**src/rtl/pipeline_control_ldst_arbiter_pkg.sv**
```systemverilog
// rtl/pipeline_control_ldst_arbiter_pkg.sv - shared encodings for the pipeline-control LDST port arbiter
package pipeline_control_ldst_arbiter_pkg;

    typedef logic [1:0] pl_arb_state_t;

    localparam pl_arb_state_t PL_ARB_IDLE  = 2'h0;
    localparam pl_arb_state_t PL_ARB_LOCK  = 2'h1;
    localparam pl_arb_state_t PL_ARB_DRAIN = 2'h2;

    localparam logic [1:0] LDST_ORDER_BYTE = 2'b00;
    localparam logic [1:0] LDST_ORDER_HALF = 2'b01;
    localparam logic [1:0] LDST_ORDER_WORD = 2'b10;

endpackage

```
**src/rtl/pipeline_control_ldst_arbiter_rr_pick.sv**
```systemverilog
// rtl/pipeline_control_ldst_arbiter_rr_pick.sv - combinational round-robin one-hot picker
module pipeline_control_rr_pick #(
    parameter int REQ_N = 3,
    localparam int IW = (REQ_N > 1) ? $clog2(REQ_N) : 1
) (
    input  logic [REQ_N-1:0] req,
    input  logic [IW-1:0]    ptr,
    output logic [REQ_N-1:0] gnt,
    output logic [IW-1:0]    idx
);

    localparam int SW = IW + 1;

    logic [2*REQ_N-1:0] dbl;
    logic [REQ_N-1:0]   rot;
    logic [SW-1:0]      sum;
    logic               any;

    // Rotate so the pointer position lands at bit 0, take the lowest set bit, rotate back.
    always_comb begin
        dbl = {req, req} >> ptr;
        rot = dbl[REQ_N-1:0];
        any = |req;
        sum = '0;
        for (int i = REQ_N - 1; i >= 0; i--) begin
            if (rot[i]) sum = {1'b0, ptr} + SW'(i);
        end
        if (sum >= SW'(REQ_N)) sum = sum - SW'(REQ_N);
        idx = sum[IW-1:0];
        gnt = '0;
        for (int i = 0; i < REQ_N; i++) begin
            gnt[i] = any && (idx == IW'(i));
        end
    end

endmodule

```
**src/rtl/pipeline_control_ldst_arbiter.sv**
```systemverilog
// rtl/pipeline_control_ldst_arbiter.sv - locks the single LDST port to one sequencer and routes its responses
module pipeline_control_ldst_arbiter
    import pipeline_control_ldst_arbiter_pkg::*;
#(
    parameter int REQ_N    = 3,
    parameter int OUTS_MAX = 2
) (
    input  logic                iCLOCK,
    input  logic                inRESET,
    input  logic                iRESET_SYNC,
    input  logic [REQ_N-1:0]    iRQ_USE,
    input  logic [REQ_N-1:0]    iRQ_REQ,
    output logic [REQ_N-1:0]    oRQ_BUSY,
    output logic [REQ_N-1:0]    oRQ_GNT,
    input  logic [2*REQ_N-1:0]  iRQ_ORDER,
    input  logic [REQ_N-1:0]    iRQ_RW,
    input  logic [14*REQ_N-1:0] iRQ_ASID,
    input  logic [2*REQ_N-1:0]  iRQ_MMUMOD,
    input  logic [32*REQ_N-1:0] iRQ_PDT,
    input  logic [32*REQ_N-1:0] iRQ_ADDR,
    input  logic [32*REQ_N-1:0] iRQ_DATA,
    output logic [REQ_N-1:0]    oRQ_VALID,
    output logic [31:0]         oRQ_DATA,
    output logic                oLDST_USE,
    output logic                oLDST_REQ,
    output logic [1:0]          oLDST_ORDER,
    output logic                oLDST_RW,
    output logic [13:0]         oLDST_ASID,
    output logic [1:0]          oLDST_MMUMOD,
    output logic [31:0]         oLDST_PDT,
    output logic [31:0]         oLDST_ADDR,
    output logic [31:0]         oLDST_DATA,
    input  logic                iLDST_BUSY,
    input  logic                iLDST_REQ,
    input  logic [31:0]         iLDST_DATA
);

    localparam int IW  = (REQ_N > 1) ? $clog2(REQ_N) : 1;
    localparam int CW  = $clog2(OUTS_MAX + 1);
    localparam int W2  = $clog2(2 * REQ_N);
    localparam int W14 = $clog2(14 * REQ_N);
    localparam int W32 = $clog2(32 * REQ_N);

    pl_arb_state_t    state;
    logic [REQ_N-1:0] gnt_q;
    logic [IW-1:0]    owner;
    logic [IW-1:0]    rr_ptr;
    logic [CW-1:0]    outs;
    logic [CW-1:0]    outs_next;
    logic             sync_flushed;

    logic [REQ_N-1:0] pick_gnt;
    logic [IW-1:0]    pick_idx;
    logic [IW-1:0]    rr_next;
    logic             lock;
    logic             full;
    logic             issue;
    logic [W2-1:0]    b2;
    logic [W14-1:0]   b14;
    logic [W32-1:0]   b32;

    pipeline_control_rr_pick #(.REQ_N(REQ_N)) u_rr_pick (
        .req (iRQ_USE),
        .ptr (rr_ptr),
        .gnt (pick_gnt),
        .idx (pick_idx)
    );

    assign lock    = (state == PL_ARB_LOCK);
    assign full    = (outs == CW'(OUTS_MAX));
    assign rr_next = (owner == IW'(REQ_N - 1)) ? '0 : owner + IW'(1);
    assign b2      = W2'(owner) * W2'(2);
    assign b14     = W14'(owner) * W14'(14);
    assign b32     = W32'(owner) * W32'(32);
    assign oRQ_GNT  = gnt_q;
    assign oRQ_DATA = iLDST_DATA;
    assign issue    = oLDST_REQ & ~iLDST_BUSY;

    always_comb begin
        oLDST_USE    = (state != PL_ARB_IDLE);
        oLDST_REQ    = 1'b0;
        oLDST_ORDER  = '0;
        oLDST_RW     = 1'b0;
        oLDST_ASID   = '0;
        oLDST_MMUMOD = '0;
        oLDST_PDT    = '0;
        oLDST_ADDR   = '0;
        oLDST_DATA   = '0;
        oRQ_BUSY     = '1;
        oRQ_VALID    = '0;
        if (lock) begin
            // A full window holds the strobe back so the counter can never pass OUTS_MAX.
            oLDST_REQ       = iRQ_REQ[owner] & ~full;
            oLDST_ORDER     = iRQ_ORDER[b2 +: 2];
            oLDST_RW        = iRQ_RW[owner];
            oLDST_ASID      = iRQ_ASID[b14 +: 14];
            oLDST_MMUMOD    = iRQ_MMUMOD[b2 +: 2];
            oLDST_PDT       = iRQ_PDT[b32 +: 32];
            oLDST_ADDR      = iRQ_ADDR[b32 +: 32];
            oLDST_DATA      = iRQ_DATA[b32 +: 32];
            oRQ_BUSY[owner] = iLDST_BUSY | full;
        end
        if (state != PL_ARB_IDLE) oRQ_VALID[owner] = iLDST_REQ;
    end

    always_comb begin
        outs_next = outs;
        if (issue && !iLDST_REQ)                 outs_next = outs + CW'(1);
        else if (!issue && iLDST_REQ && outs != 0) outs_next = outs - CW'(1);
    end

    always_ff @(posedge iCLOCK or negedge inRESET) begin
        if (!inRESET) begin
            state        <= PL_ARB_IDLE;
            gnt_q        <= '0;
            owner        <= '0;
            rr_ptr       <= '0;
            outs         <= '0;
            sync_flushed <= 1'b0;
        end else if (iRESET_SYNC) begin
            state        <= PL_ARB_IDLE;
            gnt_q        <= '0;
            owner        <= '0;
            rr_ptr       <= '0;
            outs         <= '0;
            sync_flushed <= 1'b1;
        end else begin
            outs <= outs_next;
            case (state)
                PL_ARB_IDLE: begin
                    if (|iRQ_USE) begin
                        state        <= PL_ARB_LOCK;
                        gnt_q        <= pick_gnt;
                        owner        <= pick_idx;
                        sync_flushed <= 1'b0;
                    end
                end
                PL_ARB_LOCK: begin
                    if (!iRQ_USE[owner]) begin
                        if (outs_next != 0) begin
                            state <= PL_ARB_DRAIN;
                        end else begin
                            state  <= PL_ARB_IDLE;
                            gnt_q  <= '0;
                            rr_ptr <= rr_next;
                        end
                    end
                end
                PL_ARB_DRAIN: begin
                    if (outs_next == 0) begin
                        state  <= PL_ARB_IDLE;
                        gnt_q  <= '0;
                        rr_ptr <= rr_next;
                    end
                end
                default: state <= PL_ARB_IDLE;
            endcase
        end
    end

    // Late responses after a sync flush are expected; any other response with no owner is a protocol error.
    a_no_idle_resp: assert property (@(posedge iCLOCK) disable iff (!inRESET || iRESET_SYNC)
        !(state == PL_ARB_IDLE && iLDST_REQ && !sync_flushed));

endmodule

```
**config.mk**
```make
export PLATFORM = sky130hd
export DESIGN_NAME = pipeline_control_ldst_arbiter
export DESIGN_NICKNAME = d
export VERILOG_FILES = /design/src/rtl/pipeline_control_ldst_arbiter_pkg.sv /design/src/rtl/pipeline_control_ldst_arbiter_rr_pick.sv /design/src/rtl/pipeline_control_ldst_arbiter.sv
export SDC_FILE = /design/constraint.sdc
export NUM_CORES = 1
export LEC_CHECK = 0
export BUFFER_PORTS_ARGS = -buffer_cell sky130_fd_sc_hd__buf_4
export CAP_MARGIN = 20
export CORE_AREA = 2 2 211 213
export DETAILED_ROUTE_END_ITERATION = 16
export DIE_AREA = 0 0 213 215
export SLEW_MARGIN = 20
export SYNTH_ARGS = -nofsm -noshare
export SYNTH_HDL_FRONTEND = slang
export SYNTH_SLANG_ARGS = --single-unit
```
**constraint.sdc**
```tcl
create_clock -name iCLOCK -period 2.9 [get_ports iCLOCK]
set_clock_uncertainty 0.1 [all_clocks]
set_input_delay 0.145 -clock iCLOCK [delete_from_list [all_inputs] [get_ports iCLOCK]]
set_output_delay 0.145 -clock iCLOCK [all_outputs]
set_load 0.02 [all_outputs]
```
## Word-level counts from Yosys, hierarchy flattened

Cells that the tools add are included.

- Register bits after elaboration: 11
- Input bits: 388
- Output and inout port bits: 158
- Logic and storage cells: 110

- Add/subtract/negate cells: 6
- Multiply operators: 1
- Order comparisons: 3
- Eq/ne operators: 10
- Shift operators: 7
- Muxes and demuxes: 46
- Bitwise logic cells: 8
- Reduce and logical (&&, ||, !) cells: 24

Operators by type and width:

| kind | count |
|---|---|
| 96-bit by 8-bit variable part select with 32-bit output | 3 |
| 32-bit two-way mux | 3 |
| 42-bit by 7-bit variable part select with 14-bit output | 1 |
| 2-bit two-way mux | 19 |
| 3-bit two-way mux | 10 |
| 14-bit two-way mux | 1 |
| 6-bit by 4-bit variable part select with 2-bit output | 2 |
| 2-bit nonzero test | 5 |
| 3-bit inequality test (second input constant) | 3 |
| 3-bit one-hot mux with 3 select lines | 1 |
| 2-bit equality test (second input constant) | 4 |
| 1-bit logical AND | 7 |
| 1-bit binary-select mux with 2-bit select | 3 |
| 2-bit zero test | 3 |
| 1-bit two-way mux | 6 |
| 2-bit one-hot mux with 3 select lines | 1 |
| 6-bit by 2-bit >> shifter with 3-bit output | 1 |
| 2-bit by 3-bit multiplier with 5-bit output (second input constant) | 1 |
| 5-bit AND reduction | 1 |
| 2-bit by 1-bit adder with 2-bit output (second input constant) | 2 |
| 2-bit by 1-bit equality test with 1-bit output (second input constant) | 2 |
| 2-bit one-hot mux with 2 select lines | 1 |
| 4-bit AND reduction | 1 |
| 4-bit nonzero test | 1 |
| 20 further kinds | 23 |

## Longest topological paths before layout

Gate-level depths: netlist (run 1).

- Word-level depth: 15
- Mapped depth: 12
- Depth with buffers taken out: 11

## Hierarchy

A second synthesis (run 1) with hierarchy kept.

- Cells, all modules: 689
- Area, all modules: 4553.1 um^2

By module, submodules not included:

| module | times used | cells an instance | area each (um^2) | seq. area each (um^2) |
|---|---|---|---|---|
| pipeline_control_ldst_arbiter | 1 | 649 | 4266.6 | 275.3 |
| pipeline_control_rr_pick | 1 | 40 | 286.5 | 0.0 |

## Least setup slack after synthesis (run 1)

No wires, ideal clock.

- Kind: reg2reg
- Start point: reg rr_ptr[1]
- End point: reg gnt_q[2] (netlist: oRQ_GNT[2])
- Setup time: 0.125 ns
- Data arrival time: 2.283 ns
- Slack: 0.392 ns
- Stages on the path, launching flop included: 13
- Buffers on the path: 1
- Cell sequence: dfrtp_1 buf_4 nor2_1 and3_1 o31ai_1 nand2b_1 ha_1 inv_1 o41ai_1 a311o_2 nor3b_4 nor4b_1 mux2_4

- Word-level cells in the longest chain between the ends: 11
- Elaborated cells between the ends (all ways): 14

Ends and longest elaborated chain:

| item | line | source |
|---|---|---|
| start: declaration | pipeline_control_ldst_arbiter.sv:47 | `logic [IW-1:0] rr_ptr;` |
| start signal: assignment | pipeline_control_ldst_arbiter.sv:145 | `rr_ptr <= rr_next;` |
| start signal: assignment | pipeline_control_ldst_arbiter.sv:153 | `rr_ptr <= rr_next;` |
| 2-bit by 2-bit adder with 3-bit output or 6-bit by 2-bit >> shifter with 3-bit output (tied branches) | pipeline_control_ldst_arbiter_rr_pick.sv:26, pipeline_control_ldst_arbiter_rr_pick.sv:21 |  |
| 3-bit two-way mux (2 in series) | pipeline_control_ldst_arbiter_rr_pick.sv:26 | `if (rot[i]) sum = {1'b0, ptr} + SW'(i);` |
| 3-bit two-way mux * | pipeline_control_ldst_arbiter_rr_pick.sv:26 |  |
| 3-bit by 2-bit greater-or-equal comparator with 1-bit output or 2-bit subtractor (tied branches) | pipeline_control_ldst_arbiter_rr_pick.sv:28 | `if (sum >= SW'(REQ_N)) sum = sum - SW'(REQ_N);` |
| 2-bit two-way mux * | pipeline_control_ldst_arbiter_rr_pick.sv:28 |  |
| 2-bit equality test * | pipeline_control_ldst_arbiter_rr_pick.sv:32 | `gnt[i] = any && (idx == IW'(i));` |
| 1-bit logical AND * | pipeline_control_ldst_arbiter_rr_pick.sv:32 |  |
| 3-bit two-way mux * | pipeline_control_ldst_arbiter.sv:131 | `if (\|iRQ_USE) begin` |
| 3-bit one-hot mux with 3 select lines * | pipeline_control_ldst_arbiter.sv:129 | `case (state)` |
| 3-bit two-way mux * | pipeline_control_ldst_arbiter.sv:120 | `end else if (iRESET_SYNC) begin` |
| end signal: assignment | pipeline_control_ldst_arbiter.sv:133 | `gnt_q <= pick_gnt;` |
| end: declaration | pipeline_control_ldst_arbiter.sv:45 | `logic [REQ_N-1:0] gnt_q;` |

Every way passes the cells marked *; elsewhere a longest branch is shown, timed or not. The select of a mux whose other input is x is not followed.
A chain may end at the register's enable or synchronous reset.

## Worst setup path after layout (run 1)

- Start point: reg rr_ptr[1]
- End point: reg gnt_q[0] (netlist: oRQ_GNT[0])

- Word-level cells in the longest chain between the ends: 11
- Elaborated cells between the ends (all ways): 14

Ends and longest elaborated chain:

| item | line |
|---|---|
| 2-bit by 2-bit adder with 3-bit output or 6-bit by 2-bit >> shifter with 3-bit output (tied branches) | pipeline_control_ldst_arbiter_rr_pick.sv:26, pipeline_control_ldst_arbiter_rr_pick.sv:21 |
| 3-bit two-way mux (2 in series) | pipeline_control_ldst_arbiter_rr_pick.sv:26 |
| 3-bit two-way mux * | pipeline_control_ldst_arbiter_rr_pick.sv:26 |
| 3-bit by 2-bit greater-or-equal comparator with 1-bit output or 2-bit subtractor (tied branches) | pipeline_control_ldst_arbiter_rr_pick.sv:28 |
| 2-bit two-way mux * | pipeline_control_ldst_arbiter_rr_pick.sv:28 |
| 2-bit zero test * | pipeline_control_ldst_arbiter_rr_pick.sv:32 |
| 1-bit logical AND * | pipeline_control_ldst_arbiter_rr_pick.sv:32 |
| 3-bit two-way mux * | pipeline_control_ldst_arbiter.sv:131 |
| 3-bit one-hot mux with 3 select lines * | pipeline_control_ldst_arbiter.sv:129 |
| 3-bit two-way mux * | pipeline_control_ldst_arbiter.sv:120 |

Marks and branches as above.

==> results.py, run 1 <==
metrics = {
    "sta": {
        "period_minus_slack_ns": 2.70,
        "hold_viol": 0,
        "rsz0062_at_grt": "no",
        "fmax_ghz": 0.371,
        "setup_violations": 0,
        "final_max_slew_viol_count": 0,
        "setup_tns_ns": 0,
        "slew_headroom": 0.639,
        "finalCritPeriodShare": 0.930,
        "tightest_slew_ns": 0.542,
    },
    "layout": {
        "finalNetCount": 1489,
        "areaGrowthSynthToFinish_pct": 92.0,
        "layout_common_cells": "491 x buf_4, 129 x nand2_1, 122 x mux2i_1",
        "drive_gt1_frac": 0.472,
        "layout_commonest_cell": "buf_4",
        "design_area_sq_um": 8640,
    },
    "detailed_routing": {
        "wl_per_cell_um": 14.0,
        "drt_iter0_markers": 299,
        "viasPerCell": 3.73,
        "detail_route.wirelength_mm": 23.5,
        "ant_nets": 0,
        "drc": 0,
        "vias": 6291,
        "drt-pass1-iter-count": 5,
    },
    "setup_path": {
        "reg2reg_depth": 11,
        "r2r-end": "oRQ_GNT[0]",
        "worstSetupPathType": "reg2reg",
        "critPathRequiredTime_ns": 2.90,
        "cpPeakStageDelay_ns": 0.49,
        "r2r_start": "rr_ptr[1]",
        "cp_slowest_cell": "dfrtp_2",
        "crit_fanout": 13,
        "arrival_ns": 2.70,
        "worstSetupStartpoint": "rr_ptr[1]",
        "critical_path.startpoint_type": "flip-flop",
        "critical_path.endpoint": "oRQ_GNT[0]",
        "r2r_slack_ns": 0.20,
        "endpoint_kind": "flip-flop",
        "cp_cell_sequence": "nor2_1 > and3_1 > o31ai_1 > nand2b_1 > ha_1 > inv_1 > o41ai_1 > a311o_2 > nor3b_4 > mux2i_1 > o32ai_2",
    },
    "floorplan": {
        "fp.coreArea_sq_um": 43600,
        "die_width_um": 213,
        "die_h_um": 215,
        "start_util": 0.103,
        "die_area_sq_um": 45800,
        "std_cell_rows": 77,
        "io_pins": 546,
    },
    "global_routing": {
        "grt_max_degree": 64,
        "grt_pass1_wl_mm": 33.2,
        "grtUsageTotal": 0.0916,
        "grt_pass1_vias": 6241,
        "antenna_found_initial": 1,
        "gr-total-overflow": 0,
    },
    "min_path": {
        "hp-class": "in2reg",
        "worstHoldStart": "iRESET_SYNC",
    },
    "logic_synthesis": {
        "synth_nets": 1079,
        "async_reset_ff_frac": 1.00,
        "syn_avg_cell_area_sq_um": 6.58,
        "synth_area_sq_um": 4500,
        "synth_seq_cells": 11,
        "synth_ff_type": "dfrtp_1",
        "synth_cell_types": 56,
        "yosysWarnings": 0,
        "synth_edf_count": 0,
        "syn-instance-count": 684,
        "ys_seq_area_frac": 0.0612,
    },
    "clock_tree": {
        "cts.clk_slew.worst_paths_ns": 0.04,
        "clock_sinks": 11,
        "clk_path_buf_depth": 2,
        "cts_tree": "built",
        "clkLatencyLatePin_ns": 0.24,
        "root_buffer": "clkbuf_16",
        "cts-htree-levels": 1,
        "cts_buffers": 3,
        "post-cts-setup-buffers": 0,
    },
    "place": {
        "place_area_sq_um": 8540,
        "place_congestion": 0.836,
        "dp_hpwl_mm": 19.9,
        "port_buffers": 481,
    },
    "power": {
        "power_density_nw_per_um2": 653,
        "peakVddDrop_uv": 475,
        "leakage_nw": 3.90,
    },
    "run_status": {
        "status": "finished, final reports clean",
    },
    "flow_run": {
        "cap_violations": 0,
    },
}
## Yosys cell counts (all sizes together), types with 2 or more instances
library cell | count | share of area
nand2 | 131 | 0.11
dfrtp | 11 | 0.061
ha | 7 | 0.019
and3 | 3 | 0.0042
and2 | 117 | 0.16
o21ai | 122 | 0.14
nor2 | 13 | 0.011
o31ai | 3 | 0.0081
nor2b | 3 | 0.0042
nor3b | 4 | 0.0092
nor3 | 3 | 0.0033
buf | 57 | 0.080
nand2b | 3 | 0.0042
mux2 | 2 | 0.0058
clkbuf | 34 | 0.028
mux2i | 122 | 0.27
o211ai | 2 | 0.0033
o21a | 2 | 0.0033
a21oi | 5 | 0.0056
nand3b | 2 | 0.0033
o32ai | 2 | 0.0056
a311oi | 2 | 0.0053
inv | 11 | 0.0092
## worst min-delay path by stage
stage | to | slack [ns] | cells past startpoint
finish | owner[1] | 0.07 | 2
global route | owner[1] | 0.06 | 2
CTS | owner[1] | 0.06 | 2
detailed placement | outs[0] | -0.10 | 1
global placement | outs[1] | -0.10 | 1
floorplan | oRQ_GNT[0] | -0.25 | 0
## cell type report
cell class	count	area [sq um]
fill	4909	35000
timing repair buffer	496	3780
clock buffer	4	78.8
sequential	11	285
antenna	1	2.50
inverter	11	41.3
multi-input combinational	571	3710
tap	592	741
## metal layers
layer	GRT usage	routed length (um)	up-vias
met3	0.0194	2130	10
met1	0.0967	8780	2831
met4	0.0110	187	0
met2	0.186	12500	332
met5	0	0	-
li1	-	-	3118
## cell families after synthesis
family	synth area share
compound gates	0.196
xor+xnor	0.00195
fa+ha+maj	0.0195
buf+inv	0.118
flops	0.0612
mux	0.277
simple gates	0.326
## where the power goes
part / switching [W] / internal [W]
clock network: 0.0000703 / 0.000185
logic: 0.00278 / 0.00228
registers: 0.000116 / 0.000215
total: 0.00297 / 0.00268
## metrics by stage
stage	hold WS (ns)	util	cells	setup slack [ns]	power [W]
finish	0.0664	0.198	1686	0.202	0.00564
global route	0.0629	0.198	1685	0.00207	0.00607
CTS	0.0583	0.198	1685	0.0714	0.00571
detailed placement	-0.103	0.196	1680	0.0857	0.00544
global placement	-0.104	0.196	1680	0.148	0.00538
floorplan	-0.251	-	684	0.392	0.00343
## registers in the layout (all words and copies together) (netlist names)
| signal | count |
|---|---|
| oRQ_GNT | 3 |
| outs | 2 |
| owner | 2 |
| rr_ptr | 2 |
| state | 2 |
## what timing repair did
action                                  CTS  global route
hold buffers                              1             0
resized for setup                         0             2
endpoints found under the hold margin    11             0
endpoints found under the setup margin    0             4
## worst max-delay path, delay by kind of cell, from the launching register on
kind	cells	cell delay, ns
and+or+nand+nor	4	0.65
adders and majority gates	1	0.20
DFF	1	0.49
AOI/OAI and AO/OA	4	0.82
muxes	1	0.25
buffers and inverters	1	0.05
(Power assumes the default switching activity.)
==> run 2, diff against run 1 <==
--- a/config.mk
+++ b/config.mk
@@ -7,7 +7,8 @@
 export LEC_CHECK = 0
+export ABC_AREA = 1
 export BUFFER_PORTS_ARGS = -buffer_cell sky130_fd_sc_hd__buf_4
 export CAP_MARGIN = 20
-export CORE_AREA = 2 2 211 213
+export CORE_AREA = 2 2 215 217
 export DETAILED_ROUTE_END_ITERATION = 16
-export DIE_AREA = 0 0 213 215
+export DIE_AREA = 0 0 217 219
 export SLEW_MARGIN = 20
==> constraint.sdc (replaced) <==
create_clock -name iCLOCK -period 2.9 [get_ports iCLOCK]
set_clock_uncertainty 0.1 [all_clocks]
set_input_delay 0.58 -clock iCLOCK [delete_from_list [all_inputs] [get_ports iCLOCK]]
set_output_delay 0.58 -clock iCLOCK [all_outputs]
set_load 0.02 [all_outputs]
==> run 2 against run 1 <==
- combinational power fell by 10%
- area after synthesis decreased by 13%
- sequential share of layout area up 0.11 points
- final cell count is 6.0% higher
- critical path type is now reg2out
- hold slack worse by 0.0015 ns
- register-to-register slack gained 0.29 ns
- count of clock-buffer cells in the layout down 1
- wire length is 11% higher
- first-iteration DRC count is 9.7% higher
==> results.py, run 2 <==
metrics = {
    "place": {
        "place_congestion": 0.799,
        "dp_hpwl_mm": 22.0,
        "pre_cts_slack_ns": 0.527,
        "port_buffers": 481,
    },
    "sta": {
        "slew_headroom": 0.654,
        "hold_viol": 0,
        "final_max_slew_viol_count": 0,
        "tightest_slew_ns": 0.519,
        "fmax_ghz": 0.382,
        "finalCritPeriodShare": 0.902,
        "setup_ws_ns": 0.284,
        "period_minus_slack_ns": 2.62,
        "whs_ns": 0.0649,
        "setup_violations": 0,
        "setup_tns_ns": 0,
        "rsz0062_at_grt": "no",
    },
    "run_status": {
        "status": "finished, final reports clean",
    },
    "layout": {
        "fin_util": 0.179,
        "layout_commonest_cell": "buf_4",
        "fillers": 5144,
        "finalNetCount": 1584,
        "final-seq-area_sq_um": 275,
        "drive_gt1_frac": 0.428,
        "layout_common_cells": "482 x buf_4, 349 x nand2_1, 107 x inv_1",
        "antennaDiodeCount": 0,
        "largest_register_ffs": 3,
        "multi_input_area_sq_um": 2780,
        "areaGrowthSynthToFinish_pct": 107,
    },
    "global_routing": {
        "antenna_found_initial": 2,
        "grt_pass1_vias": 6193,
        "gr-total-overflow": 0,
        "grt_pass1_wl_mm": 36.1,
        "grt_max_degree": 82,
        "grtUsageTotal": 0.0973,
    },
    "detailed_routing": {
        "vias": 6705,
        "drt_iter0_markers": 328,
        "drc": 0,
        "viasPerCell": 3.75,
        "ant_nets": 0,
        "drt-pass1-iter-count": 5,
        "wl_per_cell_um": 14.6,
        "detail_route.wirelength_mm": 26.1,
    },
    "floorplan": {
        "die_h_um": 219,
        "std_cell_rows": 78,
        "die_width_um": 217,
        "fp.coreArea_sq_um": 45100,
        "die_area_sq_um": 47500,
        "io_pins": 546,
        "start_util": 0.0865,
    },
    "setup_path": {
        "arrival_ns": 1.94,
        "crit_fanout": 54,
        "cp_cell_sequence": "inv_1 > nor2_4 > buf_12 > a22oi_1 > nand2_1 > nand2_1 > inv_1 > buf_4",
        "crit_buf_inv": 4,
        "worstSetupPathType": "reg2out",
        "critPathRequiredTime_ns": 2.22,
        "cp_slowest_cell": "a22oi_1",
        "cpPeakStageDelay_ns": 0.45,
        "endpoint_kind": "primary output",
        "cp_top_family": "buffers and inverters",
        "critical_path.startpoint_type": "flip-flop",
    },
    "logic_synthesis": {
        "syn-instance-count": 779,
        "synth_cell_types": 29,
        "yosysTopAreaCellShare": 0.336,
        "synth_nets": 1174,
        "async_reset_ff_frac": 1.00,
        "synth_ff_type": "dfrtp_1",
        "synth_top_cell_by_area": "nand2_1",
        "ys_seq_area_frac": 0.0706,
        "synth_common_cells": "349 x nand2_1, 107 x inv_1, 95 x a22oi_1",
        "syn_avg_cell_area_sq_um": 5.00,
        "synth_edf_count": 0,
        "yosys-top-cells-area": "nand2_1 34%, a22oi_1 18%, inv_1 10%, dfrtp_1 7.1%, buf_4 6.5%",
        "yosysWarnings": 0,
        "synth_area_sq_um": 3900,
        "synth_seq_cells": 11,
        "synth.most_common_cell": "nand2_1",
    },
    "clock_tree": {
        "clock_sinks": 11,
        "cts_buffers": 3,
        "ctsResizeCount": 0,
        "cts-htree-levels": 1,
        "clk_path_buf_depth": 2,
        "post-cts-setup-buffers": 0,
        "cts_hold_buf": 0,
        "clkLatencyLatePin_ns": 0.24,
        "cts.clk_slew.worst_paths_ns": 0.04,
        "root_buffer": "clkbuf_16",
        "cts_tree": "built",
    },
    "power": {
        "peakVddDrop_uv": 325,
        "leakage_nw": 4.66,
        "power_density_nw_per_um2": 626,
        "power_w": 0.00505,
    },
    "min_path": {
        "hp-class": "in2async",
    },
    "flow_run": {
        "cap_violations": 0,
    },
}
run 2: final timing paths:
check	start	to	slack (ns)	cells after the start
max in group asynchronous	inRESET	owner[0]	2.48	1
worst min register to register	state[1]	state[1]	0.44	2
min in group iCLOCK	state[1]	state[1]	0.44	2
worst max register to register	owner[1]	rr_ptr[0]	0.49	13
worst min-delay path	inRESET	oRQ_GNT[0]	0.06	1
worst max-delay path	owner[0]	oLDST_DATA[18]	0.28	8
run 2: report_power, final:
group          leakage [nW]  internal, W  switching [W]
registers             0.148     0.000194      0.0000569
logic                  4.47      0.00176        0.00279
clock network        0.0409     0.000183      0.0000740
total                  4.66      0.00213        0.00292
run 2: per-layer routing:
metal | share of wire | wire length, um | track usage
met1 | 0.37 | 9750 | 0.113
met2 | 0.49 | 12700 | 0.172
met3 | 0.12 | 3030 | 0.0317
met4 | 0.024 | 616 | 0.0247
met5 | 0.00046 | 12 | 0
run 2: worst reg2reg max path, delay by kind of cell (launching register included):
kind                   cells  cell delay [ns]
buffers and inverters      1             0.25
AOI/OAI and AO/OA          1             0.24
and+or+nand+nor           11             1.26
DFF                        1             0.45
run 2: final cells by class:
cell class	instances	area share
Clock inverter	1	0.000620
Inverter	112	0.0521
Multi-Input combinational cell	572	0.345
Sequential cell	11	0.0341
Clock buffer	3	0.00931
Tap cell	600	0.0931
Timing Repair Buffer	489	0.466
run 2: logic make-up (layout without fill, tap and decap cells):
logic type / after synthesis / in the layout / share of synthesized area
AOI/OAI and AO/OA: 144 / 144 / 0.250
adders and majority gates: 7 / 7 / 0.0225
buffers and inverters: 196 / 605 / 0.223
DFF: 11 / 11 / 0.0706
and+or+nand+nor: 421 / 421 / 0.434
run 2: metrics by stage:
stage,cells,area [sq um]
finish,1788,8070
global route,1788,8070
CTS,1788,8070
detailed placement,1784,7990
global placement,1784,7990
floorplan,779,3900
